### config.mk
export PLATFORM = sky130hd
export DESIGN_NAME = fetch_stage
export DESIGN_NICKNAME = d
export VERILOG_FILES = /design/src/rtl/mips_pkg.sv /design/src/rtl/if_id_reg.sv /design/src/rtl/fetch_stage.sv
export SDC_FILE = /design/constraint.sdc
export NUM_CORES = 1
export LEC_CHECK = 0
export BUFFER_PORTS_ARGS = -buffer_cell sky130_fd_sc_hd__buf_2
export CAP_MARGIN = 30
export CORE_MARGIN = 2
export CORE_UTILIZATION = 35
export CTS_BUF_LIST = sky130_fd_sc_hd__clkbuf_4 sky130_fd_sc_hd__clkbuf_8
export CTS_CLUSTER_SIZE = 25
export DETAILED_ROUTE_END_ITERATION = 10
export HOLD_SLACK_MARGIN = 0.12
export PLACE_DENSITY = 0.66
export SLEW_MARGIN = 20
export SYNTH_ARGS = -nofsm -noshare
export SYNTH_HDL_FRONTEND = slang
export SYNTH_HIERARCHICAL = 1
export SYNTH_SLANG_ARGS = --single-unit
### constraint.sdc
create_clock -name clk -period 1.8 [get_ports clk]
set_input_delay 0.27 -clock clk [delete_from_list [all_inputs] [get_ports clk]]
set_output_delay 0.27 -clock clk [all_outputs]
set_load 0.01 [all_outputs]
### src/rtl/mips_pkg.sv
// Shared definitions for the MIPS front end: NOP encoding and fetch FSM states.
package mips_pkg;

  localparam logic [31:0] NOP_INSTR = 32'h0000_0000;

  typedef enum logic {
    RUN    = 1'b0,
    HALTED = 1'b1
  } fetch_state_e;

endpackage

### src/rtl/if_id_reg.sv
// IF/ID pipeline register: flush inserts a bubble, load captures a new
// instruction, otherwise the contents hold.
module if_id_reg
  import mips_pkg::*;
(
  input  logic        clk,
  input  logic        rst_n,
  input  logic        load,
  input  logic        flush,
  input  logic [31:0] instr_in,
  input  logic [31:0] pc4_in,
  output logic [31:0] instr,
  output logic [31:0] pc4,
  output logic        valid
);

  logic [31:0] instr_q, instr_d;
  logic [31:0] pc4_q, pc4_d;
  logic        valid_q, valid_d;

  // Next-state selection; flush wins over load.
  always_comb begin
    instr_d = instr_q;
    pc4_d   = pc4_q;
    valid_d = valid_q;
    if (flush) begin
      instr_d = NOP_INSTR;
      pc4_d   = 32'h0;
      valid_d = 1'b0;
    end else if (load) begin
      instr_d = instr_in;
      pc4_d   = pc4_in;
      valid_d = 1'b1;
    end
  end

  // Register with synchronous active-low reset to a bubble.
  always_ff @(posedge clk) begin
    if (!rst_n) begin
      instr_q <= NOP_INSTR;
      pc4_q   <= 32'h0;
      valid_q <= 1'b0;
    end else begin
      instr_q <= instr_d;
      pc4_q   <= pc4_d;
      valid_q <= valid_d;
    end
  end

  assign instr = instr_q;
  assign pc4   = pc4_q;
  assign valid = valid_q;

endmodule

### src/rtl/fetch_stage.sv
// IF stage: PC register, run/halt FSM, fetch counter and the IF/ID register.
//
//   state  | meaning
//   RUN    | fetching; redirect > halt > stall > advance
//   HALTED | syscall seen; PC and IF/ID frozen until reset
module fetch_stage
  import mips_pkg::*;
#(
  parameter logic [31:0] RESET_PC = 32'h0000_0000,
  parameter int          IMEM_AW  = 10,
  parameter int          CNT_W    = 32
) (
  input  logic               clk,
  input  logic               rst_n,
  input  logic               stall,
  input  logic               redirect,
  input  logic [31:0]        redirect_pc,
  input  logic               halt,
  output logic [IMEM_AW-1:0] imem_addr,
  input  logic [31:0]        imem_rdata,
  output logic [31:0]        pc,
  output logic [31:0]        if_id_instr,
  output logic [31:0]        if_id_pc4,
  output logic               if_id_valid,
  output logic               halted,
  output logic [CNT_W-1:0]   fetch_cnt
);

  fetch_state_e     state_q, state_d;
  logic [31:0]      pc_q, pc_d;
  logic [CNT_W-1:0] cnt_q, cnt_d;
  logic [31:0]      pc_plus4;
  logic             ifid_load;
  logic             ifid_flush;

  assign pc_plus4 = pc_q + 32'd4;

  // Next-state, PC, counter and IF/ID control decode.
  always_comb begin
    state_d    = state_q;
    pc_d       = pc_q;
    cnt_d      = cnt_q;
    ifid_load  = 1'b0;
    ifid_flush = 1'b0;
    case (state_q)
      RUN: begin
        if (redirect) begin
          pc_d       = redirect_pc & ~32'h3;
          ifid_flush = 1'b1;
        end else if (halt) begin
          ifid_flush = 1'b1;
          state_d    = HALTED;
        end else if (!stall) begin
          pc_d      = pc_plus4;
          ifid_load = 1'b1;
          cnt_d     = cnt_q + CNT_W'(1);
        end
      end
      HALTED: begin
        state_d = HALTED;
      end
      default: begin
        state_d = RUN;
      end
    endcase
  end

  // State, PC and counter registers.
  always_ff @(posedge clk) begin
    if (!rst_n) begin
      state_q <= RUN;
      pc_q    <= RESET_PC;
      cnt_q   <= '0;
    end else begin
      state_q <= state_d;
      pc_q    <= pc_d;
      cnt_q   <= cnt_d;
    end
  end

  if_id_reg u_if_id_reg (
    .clk      (clk),
    .rst_n    (rst_n),
    .load     (ifid_load),
    .flush    (ifid_flush),
    .instr_in (imem_rdata),
    .pc4_in   (pc_plus4),
    .instr    (if_id_instr),
    .pc4      (if_id_pc4),
    .valid    (if_id_valid)
  );

  // Upper PC bits alias into the instruction memory.
  assign imem_addr = pc_q[IMEM_AW+1:2];
  assign pc        = pc_q;
  assign halted    = (state_q == HALTED);
  assign fetch_cnt = cnt_q;

endmodule

==> impl_metrics.env, run 1 <==
export IMPL_viasPerCell=4.892
export IMPL_drtIter0Drc=226
export IMPL_syn_cell_area_um2=6105
export IMPL_fmaxAchievable_ghz=0.5528
export IMPL_regArea_um2=2574
export IMPL_cts_tree="yes"
export IMPL_vias=6110
export IMPL_yosysUniqueCellTypes=62
export IMPL_drive_gt1_share_pct=37.32
export IMPL_final_area_um2=8991
export IMPL_fin_nets=1079
export IMPL_cap_violations=0
export IMPL_stdcell_count=1249
export IMPL_drc_errors=0
export IMPL_ant_nets=0
export IMPL_violations="setup timing"
export IMPL_ys_flop_type="dfxtp_1"
export IMPL_drt_total_wl_um=19160
export IMPL_setup_violations_final=1
export IMPL_synth_seq_cells=128
export IMPL_die_h_um=136.1
export IMPL_area_growth_synth_to_final_pct=47.28
export IMPL_core_area_um2=17180
export IMPL_power_total_uw=6762
export IMPL_hold_depth=3
export IMPL_intPower_uw=5060
export IMPL_slew_headroom_pct=45.33
export IMPL_comb_power_share_pct=13.4
export IMPL_grt_setup_unrepaired="yes"
export IMPL_worstPathMaxFanout=6
export IMPL_hpwl_um=13710
export IMPL_cts_sinks=128
export IMPL_grt_busiest_layer="met2"
export IMPL_hold_viol=0
export IMPL_r2r_start="pc[10]"
export IMPL_die_x_um=136.1
export IMPL_clkPwrFrac_pct=43.1
export IMPL_timing_rr_end="u_if_id_reg/pc4[30]"
export IMPL_io_buffers=204
export IMPL_hold_end="pc[15]"
export IMPL_wire_per_inst_um=15.34
export IMPL_grt_pass1_vias=5689
export IMPL_pwr_share_seq_pct=43.5
export IMPL_placed_cells=1167
export IMPL_cts_max_level=4
export IMPL_min_period_ns=1.809
export IMPL_initial_core_util_pct=35.54
export IMPL_maxSlewViolCount=0
export IMPL_first_pass_iters=5
export IMPL_critPathKind="reg2reg"
export IMPL_cts_buffers=17
export IMPL_worst_slew_pin_slew_ns=0.8183
export IMPL_grt_util_met2_pct=34.48
export IMPL_ff2ff_path_depth=9
export IMPL_fin_ws_ns=-0.009103
export IMPL_ir_worst_vdd_v=0.0004073
export IMPL_grtUsageMet1_pct=23.50
export IMPL_grtUsageMet3_pct=7.047
export IMPL_cts_root_buf="clkbuf_8"
export IMPL_placed_area_um2=8008
export IMPL_hp_start="redirect_pc[15]"
export IMPL_clock_path_buffers=2
export IMPL_hp_class="in2reg"
export IMPL_p_switching_uw=1702
export IMPL_yosysWarningCount=6
export IMPL_leakage_uw=0.004000
export IMPL_grt_overflow_total=0
export IMPL_end_kind="register"
export IMPL_nFillCells=1611
export IMPL_io_pins=209
export IMPL_die_area_um2=18510
export IMPL_r2r_setup_slack_ns=-0.009
export IMPL_rows=48
export IMPL_grt_use_total_pct=20.21
export IMPL_clk_pin_slew_worst_paths_ns=0.07
export IMPL_antenna_found_initial=3
export IMPL_synthCells=690
export IMPL_avgSynthCellArea_um2=8.847
export IMPL_worstSetupStartpointType="register"
export IMPL_synth_yosys_seq_area_share_pct=41.98
export IMPL_final_common_cell="buf_2"
export IMPL_sw_frac_of_total_pct=25.17
export IMPL_outcome="complete, but fails checks"
export IMPL_multi_input_area_um2=3252
export IMPL_p_per_area_nw_per_um2=752.1
export IMPL_synth_edf_count=0
export IMPL_critical_path_arrival_ns=2.12
export IMPL_grt_max_degree=44
export IMPL_clkLatencyLatePin_ns=0.43
export IMPL_final_cell_mix="204 x buf_2, 119 x dfxtp_1, 115 x nor2_1, 97 x buf_4, 69 x mux2i_1"
export IMPL_place_congestion=0.8668
export IMPL_min_period_over_period_pct=100.5
export IMPL_clock_skew_ns=0.008587
export IMPL_grt_pass1_wl_um=29160
export IMPL_async_flop_share_pct=0
export IMPL_cp_required_ns=2.11
-- cell families after synthesis --
kind of cell | Yosys count | synth area share (%)
compound gates | 88 | 9.654
mux | 69 | 11.31
other cells | 1 | 0.06143
fa+ha+maj | 2 | 0.4099
buf+inv | 66 | 6.231
simple gates | 282 | 22.61
flops | 128 | 41.98
xor+xnor | 54 | 7.748
-- sequential cells by signal, summed over array words and instances, names as in the netlist --
register / count
halted: 1
pc: 30
fetch_cnt: 32
u_if_id_reg/instr: 32
u_if_id_reg/valid: 1
u_if_id_reg/pc4: 32
-- synth_stat cells, types with 4 or more instances --
master | instances | area, um^2
a21o_1 | 4 | 30.03
a21oi_1 | 20 | 100.1
a22oi_1 | 5 | 37.54
a31oi_1 | 5 | 31.28
and2_1 | 7 | 43.79
and3_1 | 8 | 50.05
and4_1 | 7 | 61.31
buf_1 | 4 | 15.01
buf_2 | 6 | 30.03
buf_4 | 14 | 105.1
buf_8 | 5 | 75.07
clkbuf_1 | 25 | 93.84
dfxtp_1 | 128 | 2562
inv_1 | 8 | 30.03
mux2i_1 | 69 | 690.7
nand2_1 | 48 | 180.2
nand3_1 | 39 | 195.2
nand4_1 | 22 | 137.6
nor2_1 | 117 | 439.2
nor3_1 | 8 | 40.04
o21ai_0 | 19 | 95.09
o311ai_0 | 4 | 35.03
or3_1 | 8 | 50.05
xnor2_1 | 28 | 245.2
xor2_1 | 26 | 227.7
-- layer usage --
layer / vias to the layer above / part of all wire, %
met4: 0 / 1.6
li1: 3041 / -
met5: - / 0
met1: 2851 / 42
met3: 20 / 9.1
met2: 198 / 47
-- worst max-delay path: stages (launching register included) --
cell	delay [ns]
dfxtp_2	0.33
nand4_1	0.12
buf_6	0.15
nor4_4	0.23
buf_4	0.19
buf_12	0.12
nand4_1	0.16
xnor2_1	0.19
mux2i_1	0.14
nor2_1	0.05
-- cell type report --
type	count	share of cell area [%]
diodes	3	0.08350
flip-flops and latches	128	28.63
clock inverters	13	2.324
inverters	9	0.4036
well taps	225	3.131
clock buffers	19	2.908
repair buffers	353	26.36
multi-input cells	499	36.17
-- timing repair --
action,4_1_cts,5_1_grt
hold endpoints to repair,39,0
endpoints found under the setup margin,0,25
gates resized for setup,0,12
hold buffers,39,0
buffers inserted,0,7
-- per-stage QoR --
step,setup WS (ns),hold WS [ns],utilization [%],setup TNS [ns]
CTS,0.01678,0.1313,51.63,0
global route,-0.09255,0.1476,52.30,-0.8304
floorplan,-0.02712,0.4147,-,-0.04384
global placement,-0.1425,0.4438,46.62,-4.568
detailed placement,-0.1617,0.4480,46.62,-5.788
finish,-0.009103,0.1630,52.35,-0.009103
-- how the worst max path moves through the flow --
stage | cells after the start | start | to | slack (ns)
finish | 9 | pc[10] | u_if_id_reg/pc4[30] | -0.009
detailed placement | 6 | redirect | fetch_cnt[31] | -0.16
CTS | 7 | pc[7] | u_if_id_reg/pc4[30] | 0.02
global placement | 6 | redirect | fetch_cnt[31] | -0.14
global route | 9 | pc[12] | u_if_id_reg/pc4[30] | -0.09
floorplan | 6 | redirect | fetch_cnt[31] | -0.03
-- power groups by stage --
stage | clock network [uW] | registers [uW] | logic (uW)
global placement | 0 | 3000 | 824
global route | 3110 | 2950 | 986
floorplan | 0 | 3060 | 417
detailed placement | 0 | 3010 | 832
CTS | 2990 | 2940 | 901
finish | 2910 | 2940 | 907
Power figures use the tool's default switching activity.
==> run 2: changes to the inputs <==
--- a/config.mk
+++ b/config.mk
@@ -14,6 +14,7 @@
 export DETAILED_ROUTE_END_ITERATION = 10
 export HOLD_SLACK_MARGIN = 0.12
 export PLACE_DENSITY = 0.66
+export REMOVE_ABC_BUFFERS = 1
 export SLEW_MARGIN = 20
 export SYNTH_ARGS = -nofsm -noshare
 export SYNTH_HDL_FRONTEND = slang
==> run 2 against run 1 <==
The run still ends with setup timing left. Power fell by 0.12%. Highest routed layer is now met5. Combinational power grew 6.2%. Largest cell class unchanged. Critical path depth down 3. Utilization increased by 2.2 points. Flip-flop and latch count unchanged. Via count is 1.4% higher. Worst setup slack worse by 0.035 ns. Critical endpoint is now pc[16]. Fmax shrank 1.9%. Global-route usage rose by 0.16 points. Worst hold slack lost 0.011 ns. Sequential share of layout area down 1.1 points.
==> impl_metrics.env, run 2 (synthesis gave the netlist of run 1 again) <==
export IMPL_r2r_start="pc[7]"
export IMPL_grt_pass1_vias=5807
export IMPL_die_h_um=136.1
export IMPL_hp_class="in2reg"
export IMPL_stdcell_count=1259
export IMPL_hpwl_um=13270
export IMPL_violations="setup timing"
export IMPL_place_congestion=0.8536
export IMPL_placed_area_um2=7930
export IMPL_ant_nets=0
export IMPL_ir_worst_vdd_v=0.0004688
export IMPL_p_switching_uw=1753
export IMPL_cts_buffers=17
export IMPL_clkPwrFrac_pct=42.2
export IMPL_clkLatencyLatePin_ns=0.45
export IMPL_initial_core_util_pct=35.54
export IMPL_end_kind="register"
export IMPL_cts_max_level=4
export IMPL_fmaxAchievable_ghz=0.5423
export IMPL_min_period_ns=1.844
export IMPL_rows=48
export IMPL_worst_slew_pin_slew_ns=0.5531
export IMPL_drc_errors=0
export IMPL_clock_path_buffers=2
export IMPL_cts_root_buf="clkbuf_8"
export IMPL_final_cell_mix="204 x buf_2, 115 x nor2_1, 114 x dfxtp_1, 93 x buf_4, 66 x mux2i_1"
export IMPL_slew_headroom_pct=62.84
export IMPL_grt_setup_unrepaired="yes"
export IMPL_placed_cells=1162
export IMPL_grt_max_degree=49
export IMPL_finalHoldWorstSlack_ns=0.1522
export IMPL_leakage_uw=0.004141
export IMPL_outcome="complete, but fails checks"
export IMPL_final_common_cell="buf_2"
export IMPL_clk_pin_slew_worst_paths_ns=0.09
export IMPL_fin_nets=1091
export IMPL_area_growth_synth_to_final_pct=53.49
export IMPL_intPower_uw=5001
export IMPL_grt_use_total_pct=20.37
export IMPL_fin_ws_ns=-0.04384
export IMPL_vias=6194
export IMPL_worstSetupStartpointType="register"
export IMPL_critical_path_arrival_ns=2.17
export IMPL_hold_viol=0
export IMPL_critPathKind="reg2reg"
export IMPL_first_pass_iters=5
export IMPL_multi_input_area_um2=3397
export IMPL_hp_start="redirect_pc[7]"
export IMPL_cap_violations=0
export IMPL_min_period_over_period_pct=102.4
export IMPL_drtIter0Drc=341
export IMPL_cts_sinks=128
export IMPL_die_area_um2=18510
export IMPL_regArea_um2=2580
export IMPL_die_x_um=136.1
export IMPL_io_buffers=204
export IMPL_crit_start="pc[7]"
export IMPL_cts_tree="yes"
export IMPL_core_area_um2=17180
export IMPL_comb_power_share_pct=14.3
export IMPL_worstPathMaxFanout=5
export IMPL_grt_overflow_total=0
export IMPL_pwr_share_seq_pct=43.6
export IMPL_final_area_um2=9370
export IMPL_drive_gt1_share_pct=40.76
export IMPL_nFillCells=1601
export IMPL_wire_per_inst_um=15.52
export IMPL_p_per_area_nw_per_um2=720.8
export IMPL_fin_util_pct=54.55
export IMPL_io_pins=209
export IMPL_grt_pass1_wl_um=29570
export IMPL_viasPerCell=4.920
export IMPL_cp_required_ns=2.13
export IMPL_clock_skew_ns=0.01393
export IMPL_antenna_found_initial=2
export IMPL_sw_frac_of_total_pct=25.95
export IMPL_drt_total_wl_um=19540
export IMPL_setup_tns_ns=-0.1797
export IMPL_maxSlewViolCount=0
export IMPL_setup_violations_final=9
run 2: changes by cell type in the layout (fill, tap and decap cells not counted), sizes merged:
cell         before  now
diode             3    1
clkinvlp          3    1
dlygate4sd3      39   40
buf             313  320
clkinv            4    6
clkbuf           20   25
bufinv            5    4
run 2: cell type report:
cell class / count / area share, %
Tap cell: 225 / 3.004
Sequential cell: 128 / 27.53
Inverter: 9 / 0.4406
Clock buffer: 20 / 2.938
Timing Repair Buffer: 365 / 27.87
Antenna cell: 1 / 0.02671
Clock inverter: 12 / 1.936
Multi-Input combinational cell: 499 / 36.25
run 2: path summary, 6_finish.rpt:
kind / slack [ns] / cells past startpoint / endpoint
setup / recovery: -0.04 / 6 / pc[16]
hold / removal: 0.15 / 3 / pc[7]
setup reg to reg: -0.04 / 6 / pc[16]
hold reg to reg: 0.48 / 2 / u_if_id_reg/valid
run 2: through the flow:
step | worst slack (ns) | total power [uW]
6_report | -0.04384 | 6754
5_1_grt | -0.1611 | 7030
4_1_cts | -0.04304 | 6758
3_5_place_dp | -0.2679 | 3830
3_3_place_gp | -0.2296 | 3822
2_1_floorplan | -2.306 | 3392
run 2: power by group through the flow:
stage	Clock, uW	Sequential (uW)	Combinational (uW)
4_1_cts	2910	2940	908
3_3_place_gp	0	3000	823
5_1_grt	3040	2950	1040
3_5_place_dp	0	3000	828
6_report	2850	2940	963
2_1_floorplan	0	3080	309
run 2: per-layer routing:
layer	share of wire [%]	vias to the layer above	global-route usage (%)
li1	-	3063	-
met1	43	2911	25.49
met2	49	192	34.00
met3	6.5	26	4.922
met4	1.5	2	7.407
met5	0.061	-	0
run 2: timing repair:
action / in CTS / in global routing
setup endpoints to repair: 39 / 97
cloned: 0 / 6
hold endpoints to repair: 40 / 0
buffers inserted: 10 / 9
hold buffers: 40 / 0
pin swaps: 10 / 36
resized for setup: 9 / 75
run 2: worst max-delay path, cell delays in order (launching register included):
cell	delay, ns
dfxtp_2	0.34
nand4_1	0.23
nor4_4	0.38
buf_6	0.18
and3_1	0.21
nor3b_1	0.06
o31a_1	0.32
